===== src/rtl/muldiv_pkg.sv =====
// muldiv_pkg: shared op codes, FSM states and constants for the HI/LO multiply/divide unit.
//   Op codes are the 3-bit i_op encoding seen by hilo_muldiv; DIV0_Q is the quotient
//   written to LO when the divisor is zero.
package muldiv_pkg;
   localparam int MD_DATA_W = 32;
   localparam logic [2:0] OP_MULT  = 3'b000;
   localparam logic [2:0] OP_MULTU = 3'b001;
   localparam logic [2:0] OP_DIV   = 3'b010;
   localparam logic [2:0] OP_DIVU  = 3'b011;
   localparam logic [2:0] OP_MTHI  = 3'b100;
   localparam logic [2:0] OP_MTLO  = 3'b101;
   localparam logic [MD_DATA_W-1:0] DIV0_Q = '1;
   typedef enum logic [1:0] {ST_IDLE, ST_CALC, ST_FIX} state_t;
endpackage


===== src/rtl/muldiv_core.sv =====
// muldiv_core: iterative radix-2 datapath on unsigned magnitudes, one step per i_step.
//   i_clk/i_reset : clock, sync active-high reset
//   i_load        : load i_a into the accumulator low half and latch divisor/multiplicand i_b
//   i_step        : perform one shift-add (multiply) or restoring shift-subtract (divide) step
//   i_div         : 1 = divide mode, 0 = multiply mode
//   o_hi/o_lo     : accumulator halves (product hi/lo, or remainder/quotient)
module muldiv_core #(
   parameter int W = 32
) (
   input  logic         i_clk,
   input  logic         i_reset,
   input  logic         i_load,
   input  logic         i_step,
   input  logic         i_div,
   input  logic [W-1:0] i_a,
   input  logic [W-1:0] i_b,
   output logic [W-1:0] o_hi,
   output logic [W-1:0] o_lo
);
   logic [2*W-1:0] r_acc;
   logic [W-1:0]   r_b;
   logic [W:0]     w_sum;
   logic [W:0]     w_rsh;
   logic [W-1:0]   w_diff;
   logic           w_ge;
   always_comb begin
      w_sum  = {1'b0, r_acc[2*W-1:W]} + {1'b0, (r_acc[0] ? r_b : {W{1'b0}})};
      // shifted partial remainder can reach W+1 bits; the difference always fits W bits when taken
      w_rsh  = {r_acc[2*W-1:W], r_acc[W-1]};
      w_ge   = w_rsh >= {1'b0, r_b};
      w_diff = w_rsh[W-1:0] - r_b;
   end
   always_ff @(posedge i_clk) begin
      if (i_reset) begin
         r_acc <= '0;
         r_b   <= '0;
      end else if (i_load) begin
         r_acc <= {{W{1'b0}}, i_a};
         r_b   <= i_b;
      end else if (i_step) begin
         r_acc <= i_div ? {(w_ge ? w_diff : w_rsh[W-1:0]), r_acc[W-2:0], w_ge}
                        : {w_sum, r_acc[W-1:1]};
      end
   end
   assign o_hi = r_acc[2*W-1:W];
   assign o_lo = r_acc[W-1:0];
endmodule


===== src/rtl/hilo_muldiv.sv =====
// hilo_muldiv: MIPS HI/LO multiply/divide unit with busy/done handshake.
//   i_clk/i_reset      : clock, sync active-high reset
//   i_start, i_op      : request and op code (MULT/MULTU/DIV/DIVU/MTHI/MTLO), sampled when idle
//   i_rs_data/i_rt_data: operands (dividend/divisor); MTHI/MTLO source is i_rs_data
//   o_busy             : multi-cycle operation in flight
//   o_done             : one-cycle pulse after HI/LO written by a mult/div
//   o_hi/o_lo          : architectural HI/LO registers
module hilo_muldiv
   import muldiv_pkg::*;
#(
   parameter int DATA_W = MD_DATA_W
) (
   input  logic              i_clk,
   input  logic              i_reset,
   input  logic              i_start,
   input  logic [2:0]        i_op,
   input  logic [DATA_W-1:0] i_rs_data,
   input  logic [DATA_W-1:0] i_rt_data,
   output logic              o_busy,
   output logic              o_done,
   output logic [DATA_W-1:0] o_hi,
   output logic [DATA_W-1:0] o_lo
);
   localparam int CW = $clog2(DATA_W);
   localparam logic [CW-1:0] LAST = CW'(DATA_W - 1);
   state_t              r_state, w_next;
   logic [CW-1:0]       r_cnt;
   logic                r_is_div, r_neg_q, r_neg_r, r_div0, r_done;
   logic [DATA_W-1:0]   r_rs, r_hi, r_lo;
   logic                w_accept, w_load, w_step, w_signed;
   logic [DATA_W-1:0]   w_a, w_b, w_core_hi, w_core_lo, w_fix_hi, w_fix_lo;
   logic [2*DATA_W-1:0] w_prod;
   always_comb begin
      w_accept = (r_state == ST_IDLE) && i_start;
      w_load   = w_accept && !i_op[2];
      w_step   = r_state == ST_CALC;
      w_next   = (r_state == ST_IDLE) ? (w_load ? ST_CALC : ST_IDLE) :
                 (r_state == ST_CALC) ? ((r_cnt == LAST) ? ST_FIX : ST_CALC) : ST_IDLE;
   end
   // MULT and DIV (op bit 0 clear) are signed; the core only ever sees magnitudes
   always_comb begin
      w_signed = !i_op[0];
      w_a      = (w_signed && i_rs_data[DATA_W-1]) ? -i_rs_data : i_rs_data;
      w_b      = (w_signed && i_rt_data[DATA_W-1]) ? -i_rt_data : i_rt_data;
      w_prod   = r_neg_q ? -{w_core_hi, w_core_lo} : {w_core_hi, w_core_lo};
      w_fix_hi = r_is_div ? (r_div0 ? r_rs : (r_neg_r ? -w_core_hi : w_core_hi)) : w_prod[2*DATA_W-1:DATA_W];
      w_fix_lo = r_is_div ? (r_div0 ? DIV0_Q : (r_neg_q ? -w_core_lo : w_core_lo)) : w_prod[DATA_W-1:0];
   end
   muldiv_core #(.W(DATA_W)) u_core (
      .i_clk   (i_clk),
      .i_reset (i_reset),
      .i_load  (w_load),
      .i_step  (w_step),
      .i_div   (r_is_div),
      .i_a     (w_a),
      .i_b     (w_b),
      .o_hi    (w_core_hi),
      .o_lo    (w_core_lo)
   );
   always_ff @(posedge i_clk) begin
      if (i_reset) begin
         r_state  <= ST_IDLE;
         r_cnt    <= '0;
         r_done   <= 1'b0;
         r_is_div <= 1'b0;
         r_neg_q  <= 1'b0;
         r_neg_r  <= 1'b0;
         r_div0   <= 1'b0;
         r_rs     <= '0;
         r_hi     <= '0;
         r_lo     <= '0;
      end else begin
         r_state <= w_next;
         r_done  <= r_state == ST_FIX;
         r_cnt   <= w_step ? r_cnt + 1'b1 : '0;
         if (w_load) begin
            r_is_div <= i_op[1];
            r_neg_q  <= w_signed && (i_rs_data[DATA_W-1] ^ i_rt_data[DATA_W-1]);
            r_neg_r  <= w_signed && i_rs_data[DATA_W-1];
            r_div0   <= i_op[1] && (i_rt_data == '0);
            r_rs     <= i_rs_data;
         end
         if (w_accept && i_op == OP_MTHI) r_hi <= i_rs_data;
         if (w_accept && i_op == OP_MTLO) r_lo <= i_rs_data;
         if (r_state == ST_FIX) begin
            r_hi <= w_fix_hi;
            r_lo <= w_fix_lo;
         end
      end
   end
   assign o_busy = r_state != ST_IDLE;
   assign o_done = r_done;
   assign o_hi   = r_hi;
   assign o_lo   = r_lo;
endmodule


===== config.mk =====
export PLATFORM = sky130hd
export DESIGN_NAME = hilo_muldiv
export DESIGN_NICKNAME = d
export VERILOG_FILES = /design/src/rtl/muldiv_pkg.sv /design/src/rtl/muldiv_core.sv /design/src/rtl/hilo_muldiv.sv
export SDC_FILE = /design/constraint.sdc
export NUM_CORES = 1
export LEC_CHECK = 0
export CAP_MARGIN = 20
export CORE_MARGIN = 2
export CORE_UTILIZATION = 50
export CTS_CLUSTER_DIAMETER = 30
export DETAILED_ROUTE_END_ITERATION = 10
export PLACE_DENSITY = 0.7
export SLEW_MARGIN = 10
export SYNTH_ARGS = -nofsm -noshare
export SYNTH_HDL_FRONTEND = slang
export SYNTH_SLANG_ARGS = --single-unit

===== constraint.sdc =====
create_clock -name i_clk -period 4.5 [get_ports i_clk]
set_clock_uncertainty 0.05 [all_clocks]
set_input_delay 1.35 -clock i_clk [delete_from_list [all_inputs] [get_ports i_clk]]
set_output_delay 1.35 -clock i_clk [all_outputs]
set_load 0.005 [all_outputs]

* Word-level counts from Yosys, hierarchy flattened
Index checks and enable logic that the tools add are counted.
** Word-level totals
- Flip-flop bits (word level) :: 204
- Input bits :: 70
- Logic and storage cells :: 69
** Operators by class
- Add/subtract/negate cells :: 8
- Magnitude comparators :: 1
- Equal/unequal tests :: 5
- Mux-type cells :: 22
- Bitwise operators :: 2
- Reductions and logical operators :: 18
** Operator list (count)
- two-way mux 32 bit :: 16
- two-way mux 64 bit :: 2
- negator 32 bit :: 4
- negator 64 bit :: 1
- adder 32 x 32 -> 33 bit :: 1
- greater-or-equal comparator 33 x 32 -> 1 bit :: 1
- logical NOT 32 bit :: 1
- subtractor 32 bit :: 1
- logical AND 1 bit :: 8
- nonzero test 2 bit :: 4
- equality test 3 bit, second input constant :: 2
- two-way mux 2 bit :: 3
- adder 5 x 1 -> 5 bit, second input constant :: 1
- equality test 5 bit, second input constant :: 1
- OR reduction 2 bit :: 2
- equality test 2 x 1 -> 1 bit, second input constant :: 1
- equality test 2 bit, second input constant :: 1
- logical NOT 1 bit :: 2
- logical NOT 2 bit :: 1
- two-way mux 1 bit :: 1
- NOT 1 bit :: 1
- bitwise XOR 1 bit :: 1

* Longest topological paths before layout
- Depth after elaboration :: 5
- Mapped depth :: 14

* Cells and area by module
Synthesis repeated with hierarchy kept, for this count alone.
** Unflattened totals
- Cell total of the unflattened synthesis :: 2265
- Area, all modules :: 16902.5 um2
** By module, submodules not included
- hilo_muldiv :: instances 1, cells an instance 1200, area each 8719.6 um2, sequential area each 2162.1 um2
- muldiv_core :: instances 1, cells an instance 1065, area each 8182.8 um2, sequential area each 1921.8 um2

* Least setup slack after synthesis
No wires, ideal clock.
- Path kind :: in2reg
- Start :: input i_rt_data[4]
- End :: register u_core.r_b[27]
- Setup time :: 0.086 ns
- Arrival time :: 3.567 ns
- Required time :: 4.364 ns
- Path slack :: 0.797 ns
- Stages :: 9
- Path buffers :: 0
- Cell sequence :: or4_1 nor2_1 nand3_1 nor4_1 nand2_1 or2_2 o41ai_1 xor2_1 a211oi_1
** On the way
- Word-level cells in the longest chain between the ends :: 2
** RTL lines
- start, declared :: RTL line hilo_muldiv.sv:18 : input logic [DATA_W-1:0] i_rt_data,
- negator 32 bit :: RTL line hilo_muldiv.sv:44 : w_b = (w_signed && i_rt_data[DATA_W-1]) ? -i_rt_data : i_rt_data;
- two-way mux 32 bit :: RTL line hilo_muldiv.sv:44
- end signal, assigned :: RTL line muldiv_core.sv:39 : r_b <= i_b;
- end, declared :: RTL line muldiv_core.sv:21 : logic [W-1:0] r_b;
Every way passes these cells.
A chain may end at the register's enable or synchronous reset.

* Worst setup path after layout
- Start :: register u_core.r_acc[0]
- End :: register u_core.r_acc[63]
** On the way
- Word-level cells in the longest chain between the ends :: 3
** RTL lines
- start, declared :: RTL line muldiv_core.sv:20 : logic [2*W-1:0] r_acc;
- start signal, assigned :: RTL line muldiv_core.sv:38 : r_acc <= {{W{1'b0}}, i_a};
- start signal, assigned :: RTL line muldiv_core.sv:41 : r_acc <= i_div ? {(w_ge ? w_diff : w_rsh[W-1:0]), r_acc[W-2:0], w_ge}
- two-way mux 32 bit :: RTL line muldiv_core.sv:27 : w_sum = {1'b0, r_acc[2*W-1:W]} + {1'b0, (r_acc[0] ? r_b : {W{1'b0}})};
- adder 32 x 32 -> 33 bit :: RTL line muldiv_core.sv:27
- two-way mux 64 bit :: RTL line muldiv_core.sv:41
Every way passes these cells.

==> out/metrics.csv <==
stage;metric;value;unit
job;maxCapViolations;0;
final_layout;diodes;0;
yosys;ys_warn_count;0;
worst_setup_path;crit_top_cell;buf_4;
global_routing;grt_pass1_wl;90700;um
final_layout;fillers;2872;
worst_setup_path;r2r-start;u_core.r_acc[0]$_SDFFE_PP0P_;
worst_setup_path;critPathLaunch;u_core.r_acc[0]$_SDFFE_PP0P_;
pwr;max-vdd-ir-drop;0.306;mV
floorplan;dieArea;33700;um2
worst_setup_path;critPathArrivalTime;4240;ps
cts;post_cts.repair.setup_buffers;0;
floorplan;start_util;50.9;%
placed_design;place.port_buffers;135;
worst_setup_path;startpoint_type;flop;
worst_setup_path;rr_endpoint;u_core.r_acc[63]$_SDFFE_PP0P_;
pwr;power_density;371;nW/um2
pwr;p_int;5.02;mW
route;route.vias.total;16956;
yosys;ys_seq_area_share;25.4;%
route;ant_nets;0;
worst_setup_path;cp-endpoint;u_core.r_acc[63]$_SDFFE_PP0P_;
timing;fmax;259;MHz
timing;worstMarginPinSlew;1020;ps
worst_setup_path;path_class;reg -> reg;
route;drc;0;
cts;root_buffer;clkbuf_16;
cts;path_clk_slew;50;ps
cts;cts_hold_buf;0;
worst_hold_path;min_path_type;reg -> reg;
global_routing;grt_pass1_vias;16023;
yosys;synth_fp_nets;2286;
global_routing;antenna_found_initial;0;
floorplan;core-area;31600;um2
timing;period_minus_slack;3860;ps
worst_setup_path;crit_slowest_cell;dfxtp_1;
yosys;synth_flop_cell;dfxtp_1;
worst_setup_path;rrSetupSlack;640;ps
floorplan;die_w;183;um
pwr;seq_power_share;27.5;%
timing;relSlewSlack;31.6;%
global_routing;grt_max_degree;65;
worst_setup_path;worstPathRequired;4880;ps
timing;fin_crit_sh;85.8;%
worst_setup_path;reg2reg_depth;15;
cts;h-tree-depth;2;
pwr;switching_share;31.3;%
worst_hold_path;hp-start;r_cnt[0]$_SDFF_PP0_;
cts;cts_sinks;204;
pwr;p_clk_share;51.2;%
yosys;synth_edf_count;0;
cts;cts_made_buffers;52;
route;dr.pass1.iters;5;
placed_design;hpwl;43500;um
run_status;outcome;finished clean;
yosys;ys_top_cells_by_count;nand2_1, nor2_1, dfxtp_1, a21oi_1, clkbuf_1;
timing;holdWs;399;ps
yosys;yosysTopAreaCellShare;25.4;%
yosys;ys_ff_latch;204;
yosys;synth_cell_types;78;
global_routing;grt-ovfl-total;0;
yosys;synth.most_common_cell;nand2_1;
global_routing;grt_usage;34.2;%
final_layout;area_growth;22.4;%
final_layout;drive_gt1_share;9.51;%
yosys;synthCells;2144;
yosys;synth_area_per_cell;7.51;um2
route;via_per_inst;6.32;
timing;setup_tns;0;ps
cts;cts.path.max_buffers;3;
final_layout;nets;2381;
worst_setup_path;crit_chain;inv_1 -> buf_4 -> nor2_1 -> ha_1 -> a21o_1 -> a221oi_1 -> o211ai_1 -> a211oi_1 -> buf_4 -> nor4_1 -> nor2_1 -> o21ai_0 -> a2111oi_0 -> buf_4 -> o31ai_1;
cts;ctsResizeCount;0;
floorplan;pin_count;136;
timing;finalHoldViolations;0;
placed_design;gp_congestion;0.980;
timing;setup_violations;0;
timing;rsz0062_at_grt;no;
timing;drv_slew;0;
yosys;ys_top_cells_by_area;dfxtp_1, mux2i_1, xor2_1;
pwr;leakage;7.70;nW
yosys;synth-async-reset-ratio;0;%
cts;cts_tree;built;
worst_setup_path;slowest_delay;470;ps
pwr;power_switching;2.29;mW
pwr;total_power;7.31;mW
pwr;comb_power_share;21.3;%
yosys;syn_area;16100;um2
route;wirelength;59100;um
route;drt-wirelength-per-cell;22.0;um
worst_setup_path;end_kind;flop;
floorplan;die_y;183;um
worst_setup_path;crit_path_max_fanout;18;
yosys;synth_area_leader_cell;dfxtp_1;
floorplan;rows;65;
route;first_iter_violations;1733;
cts;clock_latency;560;ps
-- routing by layer --
metal	up-vias	routed length (um)	track usage, %	share of wire, %
met4	0	3340	18.2	5.7
li1	7955	-	-	-
met3	174	3950	3.96	6.7
met2	794	27100	56.7	46
met5	-	0	0	0
met1	8033	24700	43.7	42
-- layout make-up --
| class | count | area [um2] | share of cell area, % |
|---|---|---|---|
| repair buffers | 217 | 1960 | 9.97 |
| clock buffers | 64 | 1430 | 7.25 |
| well taps | 402 | 503 | 2.55 |
| multi-input cells | 1699 | 11100 | 56.4 |
| flip-flops and latches | 204 | 4090 | 20.8 |
| clock inverters | 32 | 359 | 1.82 |
| inverters | 65 | 244 | 1.24 |
-- how the worst min path moves through the flow --
stage               slack [ps]  cells past startpoint               endpoint
floorplan                  370                      1    r_cnt[0]$_SDFF_PP0_
CTS                        400                      1    r_cnt[0]$_SDFF_PP0_
detailed placement         390                      1    r_cnt[0]$_SDFF_PP0_
global placement           380                      1    r_cnt[0]$_SDFF_PP0_
global route               420                      2  r_rs[24]$_SDFFE_PP0P_
finish                     400                      1    r_cnt[0]$_SDFF_PP0_
-- logic make-up after synthesis --
kind of cell             after synthesis  synth area share [%]
buffers and inverters                241                  5.85
multiplexers                         120                  7.49
flip-flops                           204                  25.4
AND/OR/NAND/NOR                      681                  19.7
XOR/XNOR                             180                  9.79
AO/OA/AOI/OAI                        646                  26.1
adder cells (fa/ha/maj)               72                  5.69
-- worst max-delay path, delay by kind of cell (launching register included) --
kind,cells,cell delay [ps]
buffers and inverters,4,700
AND/OR/NAND/NOR,3,420
flip-flops,1,470
AO/OA/AOI/OAI,7,1800
adder cells (fa/ha/maj),1,290
-- state kept, by name, indices dropped and copies added, names as in the netlist --
register	count
u_core.r_acc	64
o_hi	32
o_lo	32
r_rs	32
u_core.r_b	32
r_cnt	5
r_state	2
o_done	1
r_div0	1
r_is_div	1
r_neg_q	1
r_neg_r	1
-- through the flow --
stage | cells | utilization, % | instance area, um2 | worst slack, ps
floorplan | 2144 | - | 16100 | 797
CTS | 2683 | 62.3 | 19700 | 700
global placement | 2587 | 56.6 | 17900 | 215
detailed placement | 2587 | 56.6 | 17900 | 163
global route | 2683 | 62.3 | 19700 | 469
finish | 2683 | 62.3 | 19700 | 638
-- cell usage in the layout (no fill, tap or decap), types with 18 or more instances in the layout --
cell type	synthesis	final
clkdlybuf4s50_1	0	134
nor3_1	51	50
nand4_1	18	18
xnor2_1	67	67
xor2_1	113	113
a21oi_1	183	182
a21o_1	38	38
o31ai_1	36	36
or3_1	23	23
a221oi_1	35	35
buf_4	0	83
nand2_1	222	221
nor2_1	219	218
ha_1	70	70
a211oi_1	67	67
o21ai_0	141	141
nand3_1	34	34
clkbuf_16	0	53
mux2i_1	116	116
dfxtp_1	204	201
inv_1	64	64
-- power by group through the flow --
stage	combinational [mW]	sequential (mW)	clock, mW
after global placement	1.50	2.03	0
after floorplan	1.05	1.99	0
after CTS	1.52	2.00	3.76
after detailed placement	1.51	2.04	0
after global routing	1.68	2.02	3.86
final	1.56	2.01	3.75
No activity file was read; power rests on OpenSTA's default activity.
